===== src/rtl/exc_sequencer.sv =====
// rtl/exc_sequencer.sv - interrupt/undefined-instruction entry sequencer
// Freezes the front end, drains the back end, saves EPC into $k0 and redirects PC to the handler.
module exc_sequencer #(
   parameter logic [31:0] IRQ_VECTOR   = 32'h8000_0004,
   parameter logic [31:0] EXC_VECTOR   = 32'h8000_0008,
   parameter int          DRAIN_CYCLES = 3
) (
   input  logic        clk,
   input  logic        reset,
   input  logic        irq,
   input  logic        ui,
   input  logic [31:0] id_pc_plus4,
   input  logic        branch_pending,
   input  logic        eret,
   input  logic        wb_reg_write,
   output logic        stall,
   output logic        flush,
   output logic        k0_we,
   output logic [31:0] k0_wdata,
   output logic        pc_redirect,
   output logic [31:0] redirect_target,
   output logic        in_kernel,
   output logic [1:0]  exc_cause
);

   typedef enum logic [2:0] {
      S_IDLE,
      S_DRAIN,
      S_SAVE,
      S_REDIRECT,
      S_KERNEL
   } state_t;

   localparam logic [1:0] CAUSE_NONE = 2'b00;
   localparam logic [1:0] CAUSE_IRQ  = 2'b01;
   localparam logic [1:0] CAUSE_UI   = 2'b10;
   localparam logic [2:0] DRAIN_LOAD = 3'(DRAIN_CYCLES - 1);

   state_t      state_q, state_d;
   logic [2:0]  cnt_q, cnt_d;
   logic [31:0] epc_q, epc_d;
   logic [1:0]  cause_q, cause_d;

   always_ff @(posedge clk or posedge reset) begin
      if (reset) begin
         state_q <= S_IDLE;
         cnt_q   <= 3'd0;
         epc_q   <= 32'd0;
         cause_q <= CAUSE_NONE;
      end else begin
         state_q <= state_d;
         cnt_q   <= cnt_d;
         epc_q   <= epc_d;
         cause_q <= cause_d;
      end
   end

   always_comb begin
      state_d         = state_q;
      cnt_d           = cnt_q;
      epc_d           = epc_q;
      cause_d         = cause_q;
      stall           = 1'b0;
      flush           = 1'b0;
      k0_we           = 1'b0;
      k0_wdata        = 32'd0;
      pc_redirect     = 1'b0;
      redirect_target = 32'd0;
      in_kernel       = 1'b0;

      case (state_q)
         S_IDLE: begin
            // ui always wins; irq is only taken when no branch resolves in ID
            if (ui) begin
               cause_d = CAUSE_UI;
               epc_d   = id_pc_plus4;
               cnt_d   = DRAIN_LOAD;
               state_d = S_DRAIN;
            end else if (irq && !branch_pending) begin
               cause_d = CAUSE_IRQ;
               epc_d   = id_pc_plus4 - 32'd4;
               cnt_d   = DRAIN_LOAD;
               state_d = S_DRAIN;
            end
         end
         S_DRAIN: begin
            stall = 1'b1;
            flush = (cnt_q == DRAIN_LOAD);
            if (cnt_q == 3'd0) begin
               state_d = S_SAVE;
            end else begin
               cnt_d = cnt_q - 3'd1;
            end
         end
         S_SAVE: begin
            stall = 1'b1;
            // the $k0 port must never collide with a WB write
            if (!wb_reg_write) begin
               k0_we    = 1'b1;
               k0_wdata = epc_q;
               state_d  = S_REDIRECT;
            end
         end
         S_REDIRECT: begin
            stall           = 1'b1;
            pc_redirect     = 1'b1;
            redirect_target = (cause_q == CAUSE_UI) ? EXC_VECTOR : IRQ_VECTOR;
            state_d         = S_KERNEL;
         end
         S_KERNEL: begin
            in_kernel = 1'b1;
            if (eret) begin
               cause_d = CAUSE_NONE;
               epc_d   = 32'd0;
               state_d = S_IDLE;
            end
         end
         default: begin
            state_d = S_IDLE;
         end
      endcase
   end

   assign exc_cause = cause_q;

endmodule


===== config.mk =====
export PLATFORM = sky130hd
export DESIGN_NAME = exc_sequencer
export DESIGN_NICKNAME = d
export VERILOG_FILES = /design/src/rtl/exc_sequencer.sv
export SDC_FILE = /design/constraint.sdc
export NUM_CORES = 1
export LEC_CHECK = 0
export ABC_AREA = 1
export CAP_MARGIN = 15
export CORE_ASPECT_RATIO = 1.25
export CORE_MARGIN = 2
export CORE_UTILIZATION = 42
export DETAILED_ROUTE_END_ITERATION = 10
export PLACE_DENSITY_LB_ADDON = 0.05
export RECOVER_POWER = 100
export SYNTH_ARGS = -nofsm -noshare
export SYNTH_HDL_FRONTEND = slang
export SYNTH_SLANG_ARGS = --single-unit
export TNS_END_PERCENT = 5

===== constraint.sdc =====
create_clock -name clk -period 1.5 [get_ports clk]
set_clock_uncertainty 0.15 [all_clocks]
set_input_delay 0.3 -clock clk [delete_from_list [all_inputs] [get_ports clk]]
set_output_delay 0.3 -clock clk [all_outputs]
set_load 0.02 [all_outputs]

* Word-level counts from Yosys, hierarchy flattened
Cells that the tools add are included.
** Storage, ports and cells
- Flip-flop bits (word level) :: 40
- Input port bits :: 39
- Output and inout bits :: 71
- Logic and storage cells :: 55
** Operators by class
- Add/subtract/negate cells :: 2
- Equal/unequal tests :: 11
- Multiplexer cells :: 28
- Reduce and logical (&&, ||, !) cells :: 10
** Operators with widths (count)
- $mux 32 :: 6
- $pmux 32 s2 :: 1
- $sub 32x3->32 const B :: 1
- $mux 3 :: 8
- $pmux 3 s5 :: 1
- $eq 3x2->1 const B :: 3
- $ne 2x2->1 const B :: 4
- $logic_not 3->1 :: 2
- $mux 1 :: 6
- $mux 2 :: 3
- $pmux 3 s2 :: 1
- $reduce_and 3->1 :: 2
- $mux 4 :: 1
- $pmux 2 s2 :: 1
- $reduce_and 4->1 :: 1
- $reduce_bool 2->1 :: 2
- $eq 3x1->1 const B :: 1
- $eq 3x3->1 const B :: 1
- $ne 3x3->1 const B :: 1
- $reduce_or 3->1 :: 1
- $sub 3x1->3 const B :: 1
- $eq 2x2->1 const B :: 1
- $logic_and 1x1->1 :: 1
- $logic_not 1->1 :: 1

* Logic depth before layout (Yosys ltp)
Gate-level depths: netlist of run 1.
- Word-level depth :: 5
- Gate-level depth with buffers :: 11
- Mapped depth without buffers :: 10

* Least setup slack after synthesis of run 1
Ideal clock, no wire load.
- Kind :: register to output
- Start :: reg state_q[0]
- End :: out redirect_target[3]
- Arrival time :: 1.671 ns
- Required time :: 1.050 ns
- Setup slack :: -0.621 ns
- Cell stages (with the launch flop) :: 5
- Buffers on the path :: 0
- Cell sequence :: dfrtp_1 inv_2 nor3_1 inv_1 nor3_1
** Between the ends
- Word-level cells in the longest chain between the ends :: 2
** RTL lines
- from (decl) :: RTL line 39 : state_t state_q, state_d;
- from (signal assigned) :: RTL line 51 : state_q <= state_d;
- $eq 3x2->1 :: RTL line 71 : case (state_q)
- $mux 32 :: RTL line 71
- to (decl) :: RTL line 21 : output logic [31:0] redirect_target,
No other way between the ends.

* Worst setup path after layout of run 1
- Start :: reg state_q[2]
- End :: out k0_wdata[23]
** Between the ends
- Word-level cells in the longest chain between the ends :: 2
** RTL lines
- $eq 3x2->1 :: RTL line 71
- $mux 32 :: RTL line 71
- to (decl) :: RTL line 19 : output logic [31:0] k0_wdata,
No other way between the ends.

==> results of run 1 <==
==> stage by stage <==
step	TNS, ns	cell area [µm²]	worst slack, ns	hold slack [ns]	cells
after detailed placement	-47.36	4910	-0.834	0.316	756
after global placement	-46.15	4910	-0.796	0.315	756
after CTS	-24.36	5130	-0.435	0.220	765
after floorplan	-7.37	3550	-0.175	0.271	527
final	-23.53	5200	-0.444	0.282	767
after global routing	-29.66	5200	-0.531	0.338	767
==> registers in the layout (all words and copies together), names as in the netlist <==
| register | count |
|---|---|
| exc_cause | 2 |
| cnt_q | 3 |
| epc_q | 32 |
| state_q | 3 |
==> cell usage after synthesis (4+ instances only) <==
master,count
buf_2,5
buf_4,30
buf_6,5
dfrtp_1,40
ha_1,4
inv_1,92
nand2_1,119
nand3_1,33
nand4_1,8
nor2_1,92
nor2_2,9
nor3_1,4
o21ai_0,28
o22ai_1,6
xor2_1,8
==> per-layer routing <==
layer  track usage  vias up  wire length (µm)  share of wire
met5             0        -                 0              0
met4        0.0926        0               280          0.029
met3        0.0296       21               385          0.039
met2         0.455      107              5180           0.53
met1         0.292     1611              3940           0.40
li1              -     1793                 -              -
==> kinds of logic (layout without fill, tap and decap cells) <==
logic type	Yosys count	in the layout	synth area share
AOI/OAI and AO/OA	37	37	0.0630
and+or+nand+nor	272	272	0.363
adders and majority gates	4	4	0.0159
other	1	29	0.00120
xor gates and xnor gates	9	9	0.0251
DFF	40	40	0.319
buffers and inverters	136	284	0.213
==> worst paths after layout <==
| path | endpoint | startpoint | cells past startpoint |
|---|---|---|---|
| hold / removal | epc_q[14] | id_pc_plus4[14] | 4 |
| max in group asynchronous | epc_q[7] | reset | 3 |
| min in group asynchronous | cnt_q[1] | reset | 3 |
| hold reg to reg | epc_q[30] | epc_q[30] | 2 |
| setup / recovery | k0_wdata[23] | state_q[2] | 7 |
| setup reg to reg | cnt_q[2] | state_q[2] | 10 |
==> area by class of cell <==
class                           count  share of cell area
Sequential cell                    40               0.192
Clock inverter                      2             0.00673
Tap cell                           92              0.0221
Clock buffer                        6              0.0139
Timing Repair Buffer              181               0.319
Inverter                           95              0.0709
Multi-Input combinational cell    351               0.375
==> power breakdown <==
part	leakage (nW)	total, W	switching, W	internal (W)
Sequential	0.499	0.00182	0.000225	0.00159
Combinational	2.14	0.00457	0.00257	0.00200
Clock	0.0552	0.000913	0.000418	0.000495
==> worst min-delay path: cells and delay by family <==
family	cells	cell delay, ns
buf+inv	1	0.18
compound gates	1	0.06
simple gates	2	0.16
==> repair_timing <==
item                       CTS  global route
buffers inserted             0             2
pin swaps                    9             2
cloned                       1             0
gates resized for setup    253            38
setup endpoints to repair   81            81
==> reports/results.ini, run 1 <==
[floorplanning]
die_y_um = 101
dieArea_um2 = 8180
core_um2 = 7310
num_rows = 35
fp.dieW_um = 81.3
num_io_pins = 110
start_util = 0.429

[worst_hold_path]
min_path_type = in2reg

[global_route]
grt_antenna_before_repair = 0
grt_pass1_vias = 3522
grt_max_degree = 41
grt_usage = 0.249
grt_remaining_overflow = 0
grt_pass1_wl_um = 15800

[cts]
ctsRootBufferMaster = clkbuf_8
clockBufferDepth = 2
cts_buffers = 5
cts_htree_levels = 2
cts_tree = built
postCtsHoldBufs = 0
clk_pin_slew_worst_paths_ns = 0.09
clk_latency_ns = 0.30
cts.sinks = 40

[logic_synthesis]
ys_types = 25
synth_area_leaders = dfrtp_1 32%, nand2_1 14%, inv_1 11%
syn_inst = 499
synth-async-reset-ratio = 1.00
syn_area_um2 = 3140
ys.flop_type = dfrtp_1
ys_seq_elements = 40
ys.warnings.count = 0
synth_top_area_cell = dfrtp_1
ys_seq_area_frac = 0.319
synth_top_area_share = 0.319
avgSynthCellArea_um2 = 6.29
synth_edf_count = 0

[run_status]
violations = setup timing
status = finished, violations left

[setup_path]
crit_path_frequent_cell = buf_4
cp-start-kind = register
rrSetupSlack_ns = -0.26
worstPathCellList = inv_2, nand3_4, nor2_4, inv_6, buf_4, nor2_1, buf_4
cp_data_arrival_time_ns = 1.49
endpoint_kind = primary output
worst_path_max_delay_cell = dfrtp_1
critPathMaxStageDelay_ns = 0.41
cp_data_required_time_ns = 1.05
critPathBufInv = 4
crit_family = buffers and inverters
cp_max_fo = 7
crit_type = reg2out

[sta]
setup_viol = 79
period_share = 1.30
final_hold_viol_count = 0
slew_viol_final = 0
timing.final.ws_setup_ns = -0.444
tightest_slew_ns = 0.586
fin_crit_ns = 1.94
rsz0062_at_grt = yes
slew_headroom = 0.609
max_freq_mhz = 514

[finish]
antenna_cells = 0
fin_util = 0.711
synthToLayoutAreaGrowth_pct = 65.8
final_cell_mix = 113 x nand2_1, 100 x buf_4, 85 x inv_1, 49 x nor2_1, 40 x dfrtp_1
fin_nets = 717
fillers = 618
multi_input_area_um2 = 1950
final-seq-area_um2 = 1000
layout-drive-gt1-share = 0.339
final_common_cell = nand2_1

[run]
drv_cap = 0

[routing]
wl_um = 9790
drcViolationCount = 0
avgViaCountPerCell = 4.60
first_pass_iters = 4
drt_iter0_drc = 163
dr_total_vias = 3532
ant_nets = 0
routedWlPerCell_um = 12.8

[power]
peakVddDrop_mv = 0.866
p_leak_nw = 2.69
total_power_w = 0.00730
power_density_nw_per_um2 = 1400

[placed_design]
gp_congestion = 0.907
numPortBuffers = 80
dpl.hpwl_um = 7470

Power figures use the tool's default switching activity.
==> run 2: changes to the inputs <==
--- a/config.mk
+++ b/config.mk
@@ -9,7 +9,7 @@
 export CAP_MARGIN = 15
 export CORE_ASPECT_RATIO = 1.25
 export CORE_MARGIN = 2
-export CORE_UTILIZATION = 42
+export CORE_UTILIZATION = 45
 export DETAILED_ROUTE_END_ITERATION = 10
 export PLACE_DENSITY_LB_ADDON = 0.05
 export RECOVER_POWER = 100
==> constraint.sdc (replaced) <==
create_clock -name clk -period 2 [get_ports clk]
set_clock_uncertainty 0.15 [all_clocks]
set_input_delay 0.4 -clock clk [delete_from_list [all_inputs] [get_ports clk]]
set_output_delay 0.4 -clock clk [all_outputs]
set_load 0.02 [all_outputs]
==> reports/results.ini, run 2 (synthesized netlist as in run 1, its figures left out) <==
[run_status]
status = finished, violations left
violations = setup timing

[placed_design]
numPortBuffers = 80  ; unchanged
dpl.hpwl_um = 6710  ; -10%
dp_slack_ns = -0.536  ; +0.298 ns
gp_congestion = 0.939  ; +3.6%
postPlaceCellArea_um2 = 4340  ; -12%

[setup_path]
rrSetupSlack_ns = 0.09  ; +0.35 ns
cp_max_fo = 19  ; +12
cp_data_required_time_ns = 1.45  ; +0.40 ns
cp_data_arrival_time_ns = 1.45  ; -0.04 ns
r2r-end = epc_q[25]
r2r_start = state_q[0]
critPathMaxStageDelay_ns = 0.53  ; +0.12 ns
cp-start-kind = input port
worst_path_max_delay_cell = clkdlybuf4s50_1
endpoint_kind = primary output
crit_type = in2out
critPathBufInv = 4  ; unchanged
ff2ff_path_depth = 12  ; +2
crit_family = buffers and inverters
worstPathCellList = clkdlybuf4s50_1, nor2_4, inv_2, buf_12, nor2_1, buf_4

[sta]
final_hold_viol_count = 0  ; unchanged
rsz0062_at_grt = yes
fin_crit_ns = 2.00
setup_viol = 1  ; -99%
timing.final.ws_setup_ns = -0.00338  ; +0.441 ns
max_freq_mhz = 499
period_share = 1.00
slew_headroom = 0.327  ; -0.282
tightest_slew_ns = 1.01  ; +0.423 ns
slew_viol_final = 0  ; unchanged

[floorplanning]
fp.dieW_um = 78.7  ; -3.2%
start_util = 0.458  ; +0.0291
die_y_um = 97.4  ; -3.3%
core_um2 = 6850  ; -6.3%
num_rows = 34  ; -2.9%
num_io_pins = 110  ; unchanged
dieArea_um2 = 7660  ; -6.4%

[routing]
avgViaCountPerCell = 4.61  ; +0.14%
routedWlPerCell_um = 11.5  ; -10%
drcViolationCount = 0  ; unchanged
first_pass_iters = 4  ; unchanged
wl_um = 8340  ; -15%
ant_nets = 0  ; unchanged
dr_total_vias = 3348  ; -5.2%
drt_iter0_drc = 118  ; -28%

[finish]
antenna_cells = 0  ; unchanged
final_cell_mix = 119 x nand2_1, 88 x inv_1, 78 x buf_4, 65 x nor2_1, 40 x dfrtp_1
fin_nets = 679  ; -5.3%
synthToLayoutAreaGrowth_pct = 41.9
layout-drive-gt1-share = 0.250  ; -0.0893
max_flop_register = epc_q
top_regs = epc_q: 32 flops, cnt_q: 3 flops, state_q: 3 flops
fin_util = 0.650  ; -0.0610
final_area_um2 = 4450  ; -14%
largest_reg_flops = 32  ; unchanged
fillers = 673  ; +8.9%
final_common_cell = nand2_1

[worst_hold_path]
min_from = epc_q[27]
hold_end = epc_q[27]
min_path_type = reg2reg
hold_depth = 2  ; -2

[power]
total_power_w = 0.00448  ; -39%
p_leak_nw = 2.39  ; -11%
power_density_nw_per_um2 = 1010  ; -28%
peakVddDrop_mv = 0.590  ; -32%

[cts]
cts.sinks = 40  ; unchanged
cts_htree_levels = 2  ; unchanged
cts_buffers = 5  ; unchanged
ctsRootBufferMaster = clkbuf_8
clk_latency_ns = 0.29  ; about the same
clockBufferDepth = 2  ; unchanged
postCtsHoldBufs = 0  ; unchanged
cts_tree = built
clk_pin_slew_worst_paths_ns = 0.07  ; -0.02 ns

[run]
drv_cap = 0  ; unchanged

[global_route]
grt_pass1_vias = 3190  ; -9.4%
grt_pass1_wl_um = 14200  ; -11%
grt_antenna_before_repair = 0  ; unchanged
use_met1 = 0.278  ; -0.0141
met3_usage = 0.0325  ; +0.00296
use_met2 = 0.408  ; -0.0470
grt_remaining_overflow = 0  ; unchanged
grt_max_degree = 41  ; unchanged
grt.busiest_layer = met2
grt_usage = 0.229  ; -0.0202

==> run 2: worst max-delay path by stage <==
| stage | startpoint | end | slack [ns] | cells after the start |
|---|---|---|---|---|
| 2_1_floorplan | state_q[2] | k0_wdata[0] | -0.08 | 6 |
| 3_3_place_gp | wb_reg_write | k0_wdata[14] | -0.50 | 6 |
| 3_5_place_dp | wb_reg_write | k0_wdata[9] | -0.54 | 6 |
| 4_1_cts | state_q[2] | flush | -0.09 | 7 |
| 5_1_grt | state_q[0] | k0_wdata[5] | -0.09 | 7 |
| 6_report | wb_reg_write | k0_wdata[5] | -0.003 | 6 |
==> run 2: layout make-up <==
type / instances / area [µm²] / area share
clock buffer: 6 / 72.6 / 0.0163
clock inverter: 1 / 5.00 / 0.00112
inverter: 95 / 357 / 0.0801
multi-input combinational: 351 / 1670 / 0.376
sequential: 40 / 1000 / 0.225
tap: 90 / 113 / 0.0253
timing repair buffer: 143 / 1230 / 0.277
==> run 2: what timing repair did <==
action                                  in CTS  in global routing
gates resized for setup                    175                 72
pin swaps                                    0                  4
endpoints found under the setup margin      40                 48
buffers inserted                             0                  1
==> run 2: tightest hold or removal path: cells and delay by family (launching register included) <==
family	cells	cell delay, ns
AND/OR/NAND/NOR	2	0.10
flip-flops	1	0.35
==> run 2: report_power, final <==
part / switching, W / leakage [nW] / internal [W] / total (W)
registers: 0.000162 / 0.499 / 0.00120 / 0.00136
logic: 0.00153 / 1.85 / 0.00108 / 0.00261
clock network: 0.000275 / 0.0410 / 0.000237 / 0.000513
total: 0.00197 / 2.39 / 0.00251 / 0.00448
==> run 2: layer usage <==
metal  vias up  part of all wire
li1       1706                 -
met4         0             0.026
met5         -                 0
met3        18             0.041
met1      1536              0.42
met2        88              0.51
==> run 2: through the flow <==
stage          setup TNS (ns)  hold WS (ns)  cells
2_1_floorplan           -2.48         0.299    527
3_3_place_gp           -18.49         0.314    718
3_5_place_dp           -20.11         0.315    718
4_1_cts                -0.332         0.334    725
5_1_grt                 -3.86         0.363    726
6_report             -0.00338         0.331    726
==> run 3: changes to the inputs <==
--- a/config.mk
+++ b/config.mk
@@ -9,7 +9,7 @@
 export CAP_MARGIN = 15
 export CORE_ASPECT_RATIO = 1.25
 export CORE_MARGIN = 2
-export CORE_UTILIZATION = 45
+export CORE_UTILIZATION = 34
 export DETAILED_ROUTE_END_ITERATION = 10
 export PLACE_DENSITY_LB_ADDON = 0.05
 export RECOVER_POWER = 100
==> reports/results.ini, run 3 (synthesized netlist as in run 1, its figures left out) <==
[finish]
fin_cells = 761  ; +4.8%
antenna_cells = 0  ; unchanged
synthToLayoutAreaGrowth_pct = 45.0
largest_reg_flops = 32  ; unchanged
final_cell_mix = 119 x nand2_1, 90 x buf_4, 89 x inv_1, 80 x nor2_1, 40 x dfrtp_1
layout-drive-gt1-share = 0.230  ; -0.0196
fin_nets = 681  ; +0.29%
max_flop_register = epc_q
top_regs = epc_q: 32 flops, cnt_q: 3 flops, state_q: 3 flops
final_common_cell = nand2_1

[placed_design]
dpl.hpwl_um = 6970  ; +4.0%
gp_congestion = 0.824  ; -12%
numPortBuffers = 80  ; unchanged
placed_cells = 752  ; +4.7%

[floorplanning]
fp.dieW_um = 89.9  ; +14%
num_rows = 39  ; +15%
core_um2 = 9080  ; +33%
die_y_um = 111  ; +14%
start_util = 0.346  ; -0.112
dieArea_um2 = 10000  ; +31%
num_io_pins = 110  ; unchanged

[global_route]
grt_pass1_wl_um = 15000  ; +6.2%
grt_max_degree = 41  ; unchanged
grt_remaining_overflow = 0  ; unchanged
grt_usage = 0.182  ; -0.0468
grt_pass1_vias = 3288  ; +3.1%
grt_antenna_before_repair = 0  ; unchanged

[cts]
cts_tree = built
cts.sinks = 40  ; unchanged
clk_latency_ns = 0.28  ; about the same
cts_buffers = 5  ; unchanged
ctsRootBufferMaster = clkbuf_16
clk_pin_slew_worst_paths_ns = 0.06  ; about the same
cts_htree_levels = 2  ; unchanged
clockBufferDepth = 2  ; unchanged

[sta]
rsz0062_at_grt = yes
whs_ns = 0.332  ; +0.000732 ns
period_share = 0.996  ; -0.00551
setup_viol = 0  ; -1
final_hold_viol_count = 0  ; unchanged
setup-tns-final_ns = 0  ; +0.00338 ns
fin_crit_ns = 1.99  ; -0.0110 ns
tightest_slew_ns = 1.06  ; +0.0543 ns
max_freq_mhz = 502  ; +0.55%
slew_viol_final = 0  ; unchanged
slew_headroom = 0.291  ; -0.0362

[setup_path]
cp_data_required_time_ns = 1.45  ; about the same
crit_type = reg2out
r2r-end = epc_q[3]
cp_max_fo = 3  ; -16
cp-start-kind = register
cp_data_arrival_time_ns = 1.44  ; about the same
rrSetupSlack_ns = 0.09  ; about the same
endpoint_kind = primary output
ff2ff_path_depth = 12  ; unchanged
r2r_start = state_q[1]

[routing]
first_pass_iters = 4  ; unchanged
routedWlPerCell_um = 11.6  ; +1.3%
drcViolationCount = 0  ; unchanged
drt_iter0_drc = 123  ; +4.2%
avgViaCountPerCell = 4.32  ; -6.4%
dr_total_vias = 3284  ; -1.9%
wl_um = 8860  ; +6.2%
ant_nets = 0  ; unchanged

[worst_hold_path]
min_from = cnt_q[0]
hold_depth = 2  ; unchanged
hold_end = cnt_q[0]
min_path_type = reg2reg

[power]
switching_share = 0.402  ; -0.0367
p_int_w = 0.00296  ; +18%
power_frac_seq = 0.274  ; -0.029
power_frac_clock = 0.207  ; +0.093
power_density_nw_per_um2 = 1090  ; +8.1%
combPwrFrac = 0.520  ; -0.062
p_leak_nw = 2.45  ; +2.6%
peakVddDrop_mv = 0.358  ; -39%
p_sw_w = 0.00199  ; +1.2%

[run_status]
status = completed

[run]
drv_cap = 0  ; unchanged

==> run 3: cell type report <==
| type | instances | area, µm² |
|---|---|---|
| Clock inverter | 2 | 60.1 |
| Timing Repair Buffer | 145 | 1210 |
| Clock buffer | 5 | 125 |
| Multi-Input combinational cell | 351 | 1650 |
| Sequential cell | 40 | 1000 |
| Tap cell | 123 | 154 |
| Inverter | 95 | 357 |
| Fill cell | 993 | 4530 |
==> run 3: power groups by stage <==
stage,Combinational (W),Sequential [W],Clock (W)
after floorplan,0.00159,0.00136,0
after CTS,0.00257,0.00135,0.00106
after global routing,0.00292,0.00140,0.00108
final,0.00257,0.00135,0.00102
after detailed placement,0.00260,0.00136,0
after global placement,0.00257,0.00136,0
==> run 3: worst max-delay path, stage by stage (launching register included) <==
cell and delay, ns:
dfrtp_1 0.40, buf_4 0.15, inv_1 0.11, buf_4 0.13, nand2_2 0.07, nor2_2 0.12
buf_2 0.19
==> run 3: worst max path at each step <==
| stage | startpoint | end | cells past startpoint |
|---|---|---|---|
| final | state_q[1] | in_kernel | 6 |
| after global routing | state_q[2] | k0_wdata[19] | 7 |
| after CTS | state_q[2] | k0_wdata[13] | 7 |
| after detailed placement | wb_reg_write | k0_wdata[30] | 6 |
| after global placement | wb_reg_write | k0_wdata[16] | 6 |
| after floorplan | state_q[2] | k0_wdata[0] | 6 |
==> run 3: per-layer routing <==
| layer | up-vias | global-route usage | share of wire | wire length, µm |
|---|---|---|---|---|
| met5 | - | 0 | 0 | 0 |
| met4 | 0 | 0.0533 | 0.020 | 180 |
| met3 | 10 | 0.0264 | 0.035 | 314 |
| met2 | 82 | 0.332 | 0.50 | 4460 |
| met1 | 1470 | 0.223 | 0.44 | 3900 |
| li1 | 1722 | - | - | - |
==> run 3: repair_timing <==
item                                    4_1_cts  5_1_grt
endpoints found under the setup margin       40       58
gates cloned                                  0        0
pin swaps                                     1        3
buffers inserted                              2        0
resized for setup                           185       40
hold buffers                                  0        0
==> run 3: through the flow <==
stage	utilization	setup WS, ns	power, W	cell area [µm²]
after CTS	0.495	-0.142	0.00498	4490
after floorplan	-	-0.0826	0.00296	3250
after global routing	0.501	-0.0791	0.00541	4550
final	0.501	0.00765	0.00495	4550
after global placement	0.484	-0.506	0.00392	4390
after detailed placement	0.484	-0.538	0.00396	4390
